File: src/rtl/cov_tst_stim.sv
// rtl/cov_tst_stim.sv - closed-loop coverage stimulus sequencer
// Steers LFSR stimulus toward uncovered DUT next-state branches until each is hit HITS times.
module cov_tst_stim #(
  parameter int         HITS       = 4,
  parameter logic [7:0] SEED       = 8'hA5,
  parameter int         MAX_CYCLES = 1000
) (
  input  logic       clk,
  input  logic       rst,
  input  logic       start,
  input  logic [7:0] dut_out,
  output logic [7:0] dut_in,
  output logic       busy,
  output logic       done,
  output logic       fail,
  output logic [3:0] hit_mask,
  output logic [9:0] cycle_cnt
);

  localparam logic [1:0] S_IDLE = 2'd0;
  localparam logic [1:0] S_RUN  = 2'd1;
  localparam logic [1:0] S_DONE = 2'd2;
  localparam logic [1:0] S_FAIL = 2'd3;

  logic [1:0] state;
  logic [1:0] ptr;
  logic [7:0] lfsr;
  logic [3:0] cnt [4];

  logic [1:0] bin;
  logic [1:0] ptr_nxt;
  logic [1:0] idx;
  logic       found;
  logic [7:0] lfsr_nxt;
  logic [7:0] shaped;
  logic [3:0] cnt_nxt [4];
  logic [3:0] mask_nxt;
  logic [9:0] cycle_nxt;

  always_comb begin
    bin      = 2'd0;
    ptr_nxt  = ptr;
    idx      = 2'd0;
    found    = 1'b0;
    shaped   = 8'd0;
    mask_nxt = 4'd0;
    // The vector on dut_in now is what the DUT consumes at the coming edge.
    if (dut_in[7])
      bin = (dut_out > 8'd100) ? 2'd0 : 2'd1;
    else
      bin = (dut_in < 8'd70) ? 2'd2 : 2'd3;
    for (int i = 0; i < 4; i++) begin
      cnt_nxt[i] = cnt[i];
      if (bin == 2'(i) && cnt[i] != 4'(HITS))
        cnt_nxt[i] = cnt[i] + 4'd1;
      mask_nxt[i] = (cnt_nxt[i] == 4'(HITS));
    end
    lfsr_nxt = {lfsr[6:0], lfsr[7] ^ lfsr[5] ^ lfsr[4] ^ lfsr[3]};
    // Round-robin: first uncovered bin strictly after the current target.
    for (int k = 1; k <= 4; k++) begin
      idx = ptr + 2'(k);
      if (!found && !mask_nxt[idx]) begin
        ptr_nxt = idx;
        found   = 1'b1;
      end
    end
    case (ptr_nxt)
      2'd2:    shaped = {2'b00, lfsr_nxt[5:0]};
      2'd3:    shaped = {3'b011, lfsr_nxt[4:0]};
      default: shaped = {1'b1, lfsr_nxt[6:0]};
    endcase
    cycle_nxt = cycle_cnt + 10'd1;
  end

  always_ff @(posedge clk or posedge rst) begin
    if (rst) begin
      state     <= S_IDLE;
      ptr       <= 2'd0;
      lfsr      <= SEED;
      dut_in    <= 8'd0;
      busy      <= 1'b0;
      done      <= 1'b0;
      fail      <= 1'b0;
      hit_mask  <= 4'd0;
      cycle_cnt <= 10'd0;
      for (int i = 0; i < 4; i++) cnt[i] <= 4'd0;
    end else begin
      case (state)
        S_RUN: begin
          for (int i = 0; i < 4; i++) cnt[i] <= cnt_nxt[i];
          hit_mask  <= mask_nxt;
          lfsr      <= lfsr_nxt;
          ptr       <= ptr_nxt;
          cycle_cnt <= cycle_nxt;
          if (&mask_nxt) begin
            state  <= S_DONE;
            busy   <= 1'b0;
            done   <= 1'b1;
            dut_in <= 8'd0;
          end else if (cycle_nxt == 10'(MAX_CYCLES)) begin
            state  <= S_FAIL;
            busy   <= 1'b0;
            fail   <= 1'b1;
            dut_in <= 8'd0;
          end else begin
            dut_in <= shaped;
          end
        end
        default: begin
          if (start) begin
            state     <= S_RUN;
            busy      <= 1'b1;
            done      <= 1'b0;
            fail      <= 1'b0;
            hit_mask  <= 4'd0;
            cycle_cnt <= 10'd0;
            ptr       <= 2'd0;
            lfsr      <= SEED;
            dut_in    <= {1'b1, SEED[6:0]};
            for (int i = 0; i < 4; i++) cnt[i] <= 4'd0;
          end
        end
      endcase
    end
  end

endmodule

File: config.mk
export PLATFORM = sky130hd
export DESIGN_NAME = cov_tst_stim
export DESIGN_NICKNAME = d
export VERILOG_FILES = /design/src/rtl/cov_tst_stim.sv
export SDC_FILE = /design/constraint.sdc
export NUM_CORES = 1
export LEC_CHECK = 0
export BUFFER_PORTS_ARGS = -buffer_cell sky130_fd_sc_hd__buf_2
export CAP_MARGIN = 20
export CELL_PAD_IN_SITES_DETAIL_PLACEMENT = 2
export CELL_PAD_IN_SITES_GLOBAL_PLACEMENT = 2
export CORE_MARGIN = 4
export CORE_UTILIZATION = 36
export DETAILED_ROUTE_END_ITERATION = 10
export PLACE_DENSITY_LB_ADDON = 0.1
export SLEW_MARGIN = 30
export SYNTH_ARGS = -nofsm -noshare
export SYNTH_HDL_FRONTEND = slang
export SYNTH_SLANG_ARGS = --single-unit
File: constraint.sdc
create_clock -name clk -period 3.7 [get_ports clk]
set_input_delay 0.555 -clock clk [delete_from_list [all_inputs] [get_ports clk]]
set_output_delay 0.555 -clock clk [all_outputs]
set_load 0.01 [all_outputs]
# ---- Yosys cells after proc, flatten, opt, wreduce, memory -nomap -nowiden
# Index checks and enable logic that the tools add are counted.
dict set report totals {
  reg_bits 53
  in_bits 11
}
dict set report classes {
  add_sub_neg 8
  order_cmp 6
  n_eq_ne 19
  muxes 50
  n_bitwise 3
  n_reduce_logical 18
}
# op n
set ops {}
lappend ops {{8-bit two-way mux} 5}
lappend ops {{16-bit two-way mux} 2}
lappend ops {{4-bit two-way mux} 6}
lappend ops {{2-bit two-way mux} 11}
lappend ops {{10-bit two-way mux} 2}
lappend ops {{1-bit two-way mux} 19}
lappend ops {{4-bit by 1-bit adder with 4-bit output, second input constant} 4}
lappend ops {{4-bit by 3-bit equality test with 1-bit output, second input constant} 4}
lappend ops {{4-bit by 3-bit inequality test with 1-bit output, second input constant} 4}
lappend ops {{8-bit one-hot mux with 2 select lines} 1}
lappend ops {{2-bit by 3-bit < comparator with 1-bit output, second input constant} 4}
lappend ops {{10-bit by 1-bit adder with 10-bit output, second input constant} 1}
lappend ops {{10-bit equality test, second input constant} 1}
lappend ops {{1-bit binary-select mux with 2-bit select} 4}
lappend ops {{2-bit equality test, second input constant} 4}
lappend ops {{8-bit by 7-bit > comparator with 1-bit output, second input constant} 1}
lappend ops {{8-bit by 7-bit < comparator with 1-bit output, second input constant} 1}
lappend ops {{1-bit logical AND} 7}
lappend ops {{2-bit inequality test, second input constant} 3}
lappend ops {{1-bit zero test} 5}
lappend ops {{2-bit adder, second input constant} 2}
lappend ops {{2-bit by 1-bit equality test with 1-bit output, second input constant} 2}
lappend ops {{2-bit AND reduction} 2}
lappend ops {{4-bit AND reduction} 1}
lappend ops {{6 further kinds} 8}

# ---- Longest topological paths before layout
# Gate-level depths: netlist of run 1.
dict set report logic_depth {
  word_depth 23
  ltp_mapped 11
  depth_no_buf 10
}

# ---- Least setup slack after synthesis of run 1
# OpenSTA, ideal clock, no wires.
dict set report synth_timing {
  path_kind {register to register}
  start {register cnt[0] (netlist bit)}
  end {register dut_in[6]}
  arrival_time_ns 2.513
  slack_ns 1.062
  path_stages_with_launch 11
  synth_period_minus_slack_ns 2.638
  cell_sequence {dfrtp_1 > inv_1 > ha_1 > nand3b_1 > and4b_1 > or4b_2 > a31oi_4 > nor3_2 > o41ai_4 > nor2b_1 > o21ai_1}
}
dict set report synth_between {
  elab_chain_len 20
  elab_cells_between_ends 35
  cone_classes {add/sub: 1; eq/ne: 4; mux: 20; reduce/logical: 10}
}
# item line
set synth_lines {}
lappend synth_lines {{start, declared} 28} ;# logic [3:0] cnt [4];
lappend synth_lines {{parallel branches: the longest is 2 deep, another holds 4-bit by 1-bit adder with 4-bit output} n/a}
lappend synth_lines {{4-bit two-way mux (*)} 54} ;# if (bin == 2'(i) && cnt[i] != 4'(HITS))
lappend synth_lines {{4-bit by 3-bit equality test with 1-bit output (*)} 56} ;# mask_nxt[i] = (cnt_nxt[i] == 4'(HITS));
lappend synth_lines {{1-bit binary-select mux with 2-bit select} 62} ;# if (!found && !mask_nxt[idx]) begin
lappend synth_lines {{1-bit two-way mux (not written as such)} 62}
lappend synth_lines {{1-bit zero test} 62}
lappend synth_lines {{1-bit logical AND} 62}
lappend synth_lines {{1-bit two-way mux} 62}
lappend synth_lines {{(+3 left out)} n/a}
lappend synth_lines {{1-bit zero test} 62}
lappend synth_lines {{1-bit logical AND} 62}
lappend synth_lines {{2-bit two-way mux} 62}
lappend synth_lines {{2-bit equality test} 67} ;# case (ptr_nxt)
lappend synth_lines {{8-bit one-hot mux with 2 select lines} 67}
lappend synth_lines {{8-bit two-way mux} 100} ;# end else if (cycle_nxt == 10'(MAX_CYCLES)) begin
lappend synth_lines {{8-bit two-way mux (*)} 95} ;# if (&mask_nxt) begin
lappend synth_lines {{8-bit two-way mux (*)} 88} ;# case (state)
lappend synth_lines {{end signal, assigned} 106} ;# dut_in <= shaped;
lappend synth_lines {{end signal, assigned} 119} ;# dut_in <= {1'b1, SEED[6:0]};
lappend synth_lines {{end, declared} 12} ;# output logic [7:0] dut_in,
# Every way passes the cells marked *. The select of a mux whose other input is x is not followed.
# A chain may end at the register's enable or synchronous reset.

# ---- Worst setup path in the final report of run 1
# Same ends and word-level chain as after synthesis.

==> results.sh, run 1 <==
export IMPL_p_int_mw=1.514
export IMPL_numCtsBuffers=5
export IMPL_cts_path_max_buffers=2
export IMPL_avgViaCountPerCell=5.639
export IMPL_rr_startpoint="cnt[0]"
export IMPL_hold_viol_final=0
export IMPL_async_flop_share=1.000
export IMPL_yosysWarnings=0
export IMPL_outcome="finished, final reports clean"
export IMPL_power_frac_comb=0.434
export IMPL_switchingPower_mw=1.202
export IMPL_cts_tree="built"
export IMPL_clock_sinks=53
export IMPL_maxCapViolCount=0
export IMPL_slew_viol_final=0
export IMPL_setup_viol=0
export IMPL_num_vias=2611
export IMPL_critical_path_startpoint="cnt[0]"
export IMPL_cts_setup_buffers=0
export IMPL_dr_wl_met2_um=4510
export IMPL_setup_tns_ns=0
export IMPL_worstReg2RegEnd="dut_in[6]"
export IMPL_fmax_mhz=312.6
export IMPL_grt_util_all_layers=0.1859
export IMPL_hold_slack_ns=0.3739
export IMPL_grt_ovfl_total=0
export IMPL_pwr_share_seq=0.434
export IMPL_synth_top_cells_by_count="nand2_1 (57), dfrtp_1 (49), o21ai_0 (39)"
export IMPL_h_tree_depth=2
export IMPL_cts_root_buf="clkbuf_8"
export IMPL_n_fill_cell=884
export IMPL_place_port_buffers=35
export IMPL_wire_per_inst_um=19.02
export IMPL_highest_layer="met4"
export IMPL_ant_nets=0
export IMPL_grt_max_degree=44
export IMPL_power_leakage_nw=1.484
export IMPL_rsz0062_at_grt="false"
export IMPL_first_global_vias=2871
export IMPL_power_switching_fraction=0.4426
export IMPL_clockPowerShare=0.132
export IMPL_drc=0
export IMPL_crit_path_end="dut_in[6]"
export IMPL_grt_pass1_wl_um=14900
export IMPL_syn_to_final_growth_pct=12.06
export IMPL_die_h_um=99.12
export IMPL_synthCells=331
export IMPL_first_pass_iters=4
export IMPL_cts_clk_slew_worst_paths_ns=0.11
export IMPL_worstSetupEndpointType="flip-flop"
export IMPL_finalCriticalPeriod_ns=3.198
export IMPL_ctsHoldBuffers=0
export IMPL_nets=380
export IMPL_cp_max_fo=11
export IMPL_ys_flop_type="dfrtp_1"
export IMPL_num_io_pins=36
export IMPL_post_route_period_util=0.8645
export IMPL_syn_avg_cell_area_um2=9.031
export IMPL_synth_area_mm2=0.002989
export IMPL_cts_resized=0
export IMPL_drt_iter0_drc=90
export IMPL_synth_cell_types=60
export IMPL_die_w_um=99.12
export IMPL_peakVddDrop_mv=0.3060
export IMPL_std_cell_rows=32
export IMPL_min_path_type="in2async"
export IMPL_dr_wl_met3_um=238
export IMPL_crit_required_ns=3.91
export IMPL_syn_nets=351
export IMPL_core_area_mm2=0.007888
export IMPL_wl_um=8808
export IMPL_synth_seq_area_share=0.4454
export IMPL_insertion_delay_ns=0.32
export IMPL_die_area_mm2=0.009825
export IMPL_yosysMostFrequentCell="nand2_1"
export IMPL_post_synth_top_area_fraction=0.4102
export IMPL_post_synth_top_area_cell="dfrtp_1"
export IMPL_synth_edff_count=0
export IMPL_relSlewSlack=0.4696
export IMPL_ys_seq_elements=53
export IMPL_criticalPathCategory="reg2reg"
export IMPL_wl_met1_um=3998
export IMPL_rrSetupSlack_ns=0.50
export IMPL_power_density_mw_per_mm2=811.0
export IMPL_tightest_slew_ns=0.7944
export IMPL_dp_final_hpwl_um=6246
export IMPL_layout_drive_gt1_share=0.1828
export IMPL_critPathLaunchType="flip-flop"
export IMPL_arrival_ns=3.41
export IMPL_start_util=0.3790
export IMPL_skew_ns=0.007137
export IMPL_antenna_found_initial=0
export IMPL_diodes=0
export IMPL_gp_congestion=0.7737
export IMPL_reg2reg_depth=10
export IMPL_synthTopCellsByArea="dfrtp_1 (41%), nand2_1 (7.2%), o21ai_0 (6.5%), ha_1 (3.8%), dfstp_2 (3.5%)"
## placed cells by master (no fill, tap or decap), drive strengths merged, types with 5 or more instances in the layout
master  count
dfrtp      49
a32o        6
inv        16
xor2        6
a21oi       6
clkbuf      5
ha          9
nand2      57
o21ai      40
nor2       24
nand3      21
buf        40
## metal layers
layer	vias up	GRT usage
met3	6	0.03086
met1	1344	0.2425
met4	0	0.03571
li1	1232	-
met5	-	0
met2	29	0.3264
## final cells by class
class	count	area (um2)	area share
Clock buffer	5	68.82	0.02055
Inverter	15	56.30	0.01681
Tap cell	102	127.6	0.03810
Multi-Input combinational cell	245	1528	0.4561
Timing Repair Buffer	40	212.7	0.06350
Sequential cell	53	1331	0.3975
Clock inverter	3	25.02	0.007471
## stage by stage
stage               power, mW  setup slack [ns]  instance area, um2    util  cells
floorplan               1.984             1.062                2989       -    331
finish                  2.716            0.5015                3349  0.4247    463
detailed placement      2.390            0.4962                3256  0.4128    455
CTS                     2.757            0.4789                3349  0.4247    463
global route            2.969            0.2606                3349  0.4247    463
global placement        2.304            0.6008                3256  0.4128    455
## logic make-up (layout without fill, tap and decap cells)
family | after synthesis | in the layout | share of synthesized area
compound gates | 84 | 84 | 0.1984
xor+xnor | 10 | 10 | 0.02930
fa+ha+maj | 9 | 9 | 0.03767
buf+inv | 33 | 63 | 0.04436
flops | 53 | 53 | 0.4454
mux | 3 | 3 | 0.01088
simple gates | 139 | 139 | 0.2340
## power by group through the flow
stage / Combinational (mW) / Sequential (mW) / Clock (mW)
2_1_floorplan: 0.863 / 1.12 / 0
3_3_place_gp: 1.13 / 1.18 / 0
3_5_place_dp: 1.19 / 1.20 / 0
4_1_cts: 1.20 / 1.18 / 0.371
5_1_grt: 1.34 / 1.24 / 0.395
6_report: 1.18 / 1.18 / 0.358
## worst max-delay path: stages (launching register included)
cell and delay [ns]:
dfrtp_1 0.49, inv_1 0.12, ha_1 0.22, nand3b_1 0.08, and4b_1 0.44, or4b_2 0.67, a31oi_4 0.34, nor3_2 0.10
o41ai_4 0.40, nor2b_1 0.19, o21ai_1 0.07
## worst min path at each step
| stage | to | slack, ns | depth (start not counted) |
|---|---|---|---|
| floorplan | lfsr[7] | 0.44 | 2 |
| global placement | done | 0.46 | 1 |
| detailed placement | done | 0.47 | 1 |
| CTS | state[0] | 0.40 | 2 |
| global route | state[0] | 0.44 | 2 |
| finish | cnt[13] | 0.37 | 2 |
## sequential cells by signal (all words and copies together) (netlist names)
register and cells:
dut_in 8, ptr 2, busy 1, cnt 16, fail 1, state 2, cycle_cnt 10, done 1
hit_mask 4, lfsr 8
Note: power is estimated with default switching activity, not from simulation.
==> run 2, diff against run 1 <==
--- a/config.mk
+++ b/config.mk
@@ -13,6 +13,7 @@
 export CORE_UTILIZATION = 36
 export DETAILED_ROUTE_END_ITERATION = 10
 export PLACE_DENSITY_LB_ADDON = 0.1
+export RECOVER_POWER = 25
 export SLEW_MARGIN = 30
 export SYNTH_ARGS = -nofsm -noshare
 export SYNTH_HDL_FRONTEND = slang
==> run 2 against run 1 <==
Combinational power hardly changed; sequential power about the same; critical path depth is the same; sequential cell count stayed put; worst hold slack better by 0.12 ns; count of clock-buffer cells in the layout did not move; register-to-register slack about the same; sequential share of layout area unchanged; worst setup slack is the same; die area stayed put; largest power group unchanged; non-clock buffer count unchanged.
==> results.sh, run 2 (synthesis gave the netlist of run 1 again) <==
export IMPL_outcome="finished, final reports clean"
export IMPL_grt_pass1_wl_um=14900
export IMPL_drc=0
export IMPL_setup_ws_ns=0.5015
export IMPL_pre_cts_slack_ns=0.4962
export IMPL_power_leakage_nw=1.485
export IMPL_layout_drive_gt1_share=0.1801
export IMPL_drt_iter0_drc=90
export IMPL_dp_final_hpwl_um=6246
export IMPL_wire_per_inst_um=19.02
export IMPL_tightest_slew_ns=1.428
export IMPL_slew_viol_final=0
export IMPL_cp_top_family="simple AND/OR/NAND/NOR gates"
export IMPL_crit_chain="inv_1 > ha_1 > nand3b_1 > and4b_1 > or4b_2 > a31oi_4 > nor3_2 > o41ai_4 > nor2b_1 > o21ai_1"
export IMPL_slowest_delay_ns=0.67
export IMPL_cts_path_max_buffers=2
export IMPL_num_vias=2611
export IMPL_arrival_ns=3.41
export IMPL_ant_nets=0
export IMPL_power_density_mw_per_mm2=810.9
export IMPL_n_fill_cell=884
export IMPL_clock_sinks=53
export IMPL_final_cell_mix="nand2_1 (57), dfrtp_1 (49), o21ai_0 (39)"
export IMPL_grt_max_degree=44
export IMPL_insertion_delay_ns=0.32
export IMPL_p_int_mw=1.514
export IMPL_largest_register="cnt"
export IMPL_grt_util_all_layers=0.1859
export IMPL_diodes=0
export IMPL_syn_to_final_growth_pct=12.06
export IMPL_cp_max_fo=11
export IMPL_h_tree_depth=2
export IMPL_maxCapViolCount=0
export IMPL_largest_reg_flops=16
export IMPL_std_cell_rows=32
export IMPL_crit_slowest_cell="or4b_2"
export IMPL_setup_tns_ns=0
export IMPL_rsz0062_at_grt="false"
export IMPL_avgViaCountPerCell=5.639
export IMPL_cts_root_buf="clkbuf_8"
export IMPL_fmax_mhz=312.6
export IMPL_grt_ovfl_total=0
export IMPL_cts_setup_buffers=0
export IMPL_skew_ns=0.007137
export IMPL_peakVddDrop_mv=0.3060
export IMPL_min_path_type="reg2reg"
export IMPL_relSlewSlack=0.04694
export IMPL_hold_viol_final=0
export IMPL_critPathLaunchType="flip-flop"
export IMPL_gp_congestion=0.7737
export IMPL_power_switching_fraction=0.4426
export IMPL_crit_buf_inv=1
export IMPL_ctsHoldBuffers=0
export IMPL_cts_resized=0
export IMPL_post_route_period_util=0.8645
export IMPL_num_io_pins=36
export IMPL_layout_cells_non_filler=463
export IMPL_first_pass_iters=4
export IMPL_core_area_mm2=0.007888
export IMPL_place_inst=455
export IMPL_setup_viol=0
export IMPL_place_port_buffers=35
export IMPL_nets=380
export IMPL_wl_um=8808
export IMPL_final_common_cell="nand2_1"
export IMPL_cts_tree="built"
export IMPL_cts_clk_slew_worst_paths_ns=0.11
export IMPL_finalCriticalPeriod_ns=3.198
export IMPL_antenna_found_initial=0
export IMPL_start_util=0.3790
export IMPL_reg_top3="cnt x16, cycle_cnt x10"
export IMPL_clockPowerShare=0.132
export IMPL_numCtsBuffers=5
export IMPL_pwr_share_seq=0.434
export IMPL_switchingPower_mw=1.202
export IMPL_criticalPathCategory="reg2reg"
export IMPL_first_global_vias=2871
export IMPL_die_area_mm2=0.009825
export IMPL_die_h_um=99.12
export IMPL_crit_required_ns=3.91
export IMPL_worstSetupEndpointType="flip-flop"
export IMPL_power_frac_comb=0.434
export IMPL_die_w_um=99.12
run 2: changes by cell type in the layout (fill, tap and decap cells not counted):
cell / delta
inv_2: -1
inv_1: +1
run 2: power by group through the flow:
stage	clock network, mW	logic (mW)	registers (mW)
2_1_floorplan	0	0.863	1.12
3_3_place_gp	0	1.13	1.18
4_1_cts	0.371	1.20	1.18
6_report	0.358	1.18	1.18
3_5_place_dp	0	1.19	1.20
5_1_grt	0.395	1.34	1.24
run 2: area by class of cell:
class                           instances  area, um2  share of cell area
Clock inverter                          3      25.02            0.007471
Inverter                               15      56.30             0.01681
Tap cell                              102      127.6             0.03810
Sequential cell                        53       1331              0.3975
Clock buffer                            5      68.82             0.02055
Timing Repair Buffer                   40      212.7             0.06350
Multi-Input combinational cell        245       1528              0.4561
run 2: stage by stage:
stage | hold WS, ns | total power [mW] | util | cell area, um2
after floorplan | 0.4395 | 1.984 | - | 2989
after global placement | 0.4590 | 2.304 | 0.4128 | 3256
after detailed placement | 0.4723 | 2.390 | 0.4128 | 3256
after CTS | 0.3956 | 2.757 | 0.4247 | 3349
after global routing | 0.5347 | 2.969 | 0.4247 | 3349
final | 0.4953 | 2.716 | 0.4247 | 3349
run 2: path summary, 6_finish.rpt:
| kind | from | endpoint | slack, ns | cells past startpoint |
|---|---|---|---|---|
| min reg2reg | done | done | 0.50 | 1 |
| max in group asynchronous | rst | cnt[6] | 2.08 | 3 |
| max | cnt[0] | dut_in[6] | 0.50 | 10 |
| min | done | done | 0.50 | 1 |
| min in group asynchronous | rst | cnt[13] | 0.64 | 2 |
| max reg2reg | cnt[0] | dut_in[6] | 0.50 | 10 |
run 2: metal layers:
| layer | vias to the layer above | share of wire | wire [um] | global-route usage |
|---|---|---|---|---|
| li1 | 1232 | - | - | - |
| met1 | 1344 | 0.45 | 3998 | 0.2425 |
| met2 | 29 | 0.51 | 4510 | 0.3264 |
| met3 | 6 | 0.027 | 238 | 0.03086 |
| met4 | 0 | 0.0068 | 60 | 0.03571 |
| met5 | - | 0 | 0 | 0 |
==> run 3, diff against run 2 <==
--- a/config.mk
+++ b/config.mk
@@ -10,7 +10,7 @@
 export CELL_PAD_IN_SITES_DETAIL_PLACEMENT = 2
 export CELL_PAD_IN_SITES_GLOBAL_PLACEMENT = 2
 export CORE_MARGIN = 4
-export CORE_UTILIZATION = 36
+export CORE_UTILIZATION = 26
 export DETAILED_ROUTE_END_ITERATION = 10
 export PLACE_DENSITY_LB_ADDON = 0.1
 export RECOVER_POWER = 25
==> run 3 against run 2 <==
Final area grew 4.1%; register-to-register slack lost 0.02 ns; power grew 7.4%; maximum frequency shrank 0.69%; highest routed layer unchanged; wire length grew 1.3%; clock power grew 57%; non-clock buffer count grew 2.
==> results.sh, run 3 (synthesis gave the netlist of run 1 again) <==
export IMPL_criticalPathCategory="reg2reg"
export IMPL_cts_resized=0
export IMPL_final_cell_mix="nand2_1 (57), dfrtp_1 (49), o21ai_0 (39)"
export IMPL_cts_tree="built"
export IMPL_relSlewSlack=0.1576
export IMPL_setup_viol=0
export IMPL_cts_root_buf="clkbuf_16"
export IMPL_hold_viol_final=0
export IMPL_skew_ns=0.005763
export IMPL_post_route_period_util=0.8705
export IMPL_antenna_found_initial=0
export IMPL_core_area_mm2=0.01103
export IMPL_final_common_cell="nand2_1"
export IMPL_nets=382
export IMPL_syn_to_final_growth_pct=16.66
export IMPL_maxCapViolCount=0
export IMPL_n_fill_cell=1271
export IMPL_setup_tns_ns=0
export IMPL_gp_congestion=0.7347
export IMPL_die_area_mm2=0.01328
export IMPL_peakVddDrop_mv=0.2281
export IMPL_diodes=0
export IMPL_layout_drive_gt1_share=0.1818
export IMPL_rsz0062_at_grt="false"
export IMPL_grt_util_all_layers=0.1463
export IMPL_critPathLaunchType="flip-flop"
export IMPL_std_cell_rows=38
export IMPL_crit_required_ns=3.89
export IMPL_wl_um=8919
export IMPL_grt_max_degree=33
export IMPL_reg_top3="cnt x16, cycle_cnt x10"
export IMPL_largest_reg_flops=16
export IMPL_wire_per_inst_um=17.73
export IMPL_first_global_vias=2840
export IMPL_drt_iter0_drc=79
export IMPL_dp_final_hpwl_um=6311
export IMPL_avgViaCountPerCell=5.109
export IMPL_hold_slack_ns=0.4932
export IMPL_num_vias=2570
export IMPL_cts_path_max_buffers=2
export IMPL_finalCriticalPeriod_ns=3.221
export IMPL_slew_viol_final=0
export IMPL_grt_pass1_wl_um=15440
export IMPL_power_density_mw_per_mm2=836.3
export IMPL_fmax_mhz=310.5
export IMPL_h_tree_depth=2
export IMPL_cts_clk_slew_worst_paths_ns=0.08
export IMPL_cp_max_fo=11
export IMPL_place_port_buffers=35
export IMPL_die_w_um=115.2
export IMPL_cts_setup_buffers=0
export IMPL_num_io_pins=36
export IMPL_start_util=0.2710
export IMPL_drc=0
export IMPL_die_h_um=115.2
export IMPL_grt_ovfl_total=0
export IMPL_largest_register="cnt"
export IMPL_min_path_type="reg2reg"
export IMPL_first_pass_iters=4
export IMPL_ctsHoldBuffers=0
export IMPL_ant_nets=0
export IMPL_worstSetupEndpointType="flip-flop"
export IMPL_power_leakage_nw=1.530
export IMPL_arrival_ns=3.41
export IMPL_insertion_delay_ns=0.30
export IMPL_power_mw=2.916
export IMPL_outcome="finished, final reports clean"
export IMPL_clock_sinks=53
export IMPL_numCtsBuffers=5
export IMPL_tightest_slew_ns=1.262
export IMPL_fin_util=0.3161
[run 3: per-layer routing]
| metal | routed length, um | vias to the layer above | track usage |
|---|---|---|---|
| met3 | 197 | 7 | 0.02632 |
| met1 | 4440 | 1307 | 0.2058 |
| met2 | 4201 | 20 | 0.2357 |
| li1 | - | 1236 | - |
| met5 | 0 | - | 0 |
| met4 | 78 | 0 | 0.03052 |
[run 3: through the flow]
step | area, um2 | cells | setup slack (ns)
floorplan | 2989 | 331 | 1.062
global placement | 3318 | 495 | 0.6174
detailed placement | 3318 | 495 | 0.4929
CTS | 3491 | 503 | 0.4520
global route | 3487 | 503 | 0.2828
finish | 3487 | 503 | 0.4792
[run 3: cell type report]
class	instances	area, um2	share of cell area
Tap cell	140	175.2	0.05023
Clock buffer	5	125.1	0.03588
Multi-Input combinational cell	245	1528	0.4381
Sequential cell	53	1331	0.3818
Timing Repair Buffer	42	224.0	0.06423
Inverter	15	56.30	0.01615
Clock inverter	3	47.55	0.01363
[run 3: worst max-delay path, cell delays in order, from the launching register on]
cell and delay, ns:
dfrtp_1 0.48, inv_1 0.12, ha_1 0.21, nand3b_1 0.08
and4b_1 0.46, or4b_2 0.67, a31oi_4 0.34, nor3_2 0.10
o41ai_4 0.38, nor2b_1 0.19, o21ai_1 0.07
[run 3: worst paths after layout]
| check | slack [ns] | endpoint | startpoint | cells past startpoint |
|---|---|---|---|---|
| min in group asynchronous | 0.59 | cnt[13] | rst | 2 |
| min reg2reg | 0.49 | lfsr[7] | lfsr[6] | 2 |
| max | 0.48 | dut_in[6] | cnt[0] | 10 |
| max reg2reg | 0.48 | dut_in[6] | cnt[0] | 10 |
| min | 0.49 | lfsr[7] | lfsr[6] | 2 |
| max in group asynchronous | 2.07 | lfsr[0] | rst | 3 |
[run 3: power by group]
part           total (mW)  switching [mW]  leakage, nW  internal [mW]
logic                1.17           0.641        0.805          0.534
registers            1.18           0.333        0.641          0.847
clock network       0.562           0.237       0.0848          0.325
total                2.92            1.21         1.53           1.71
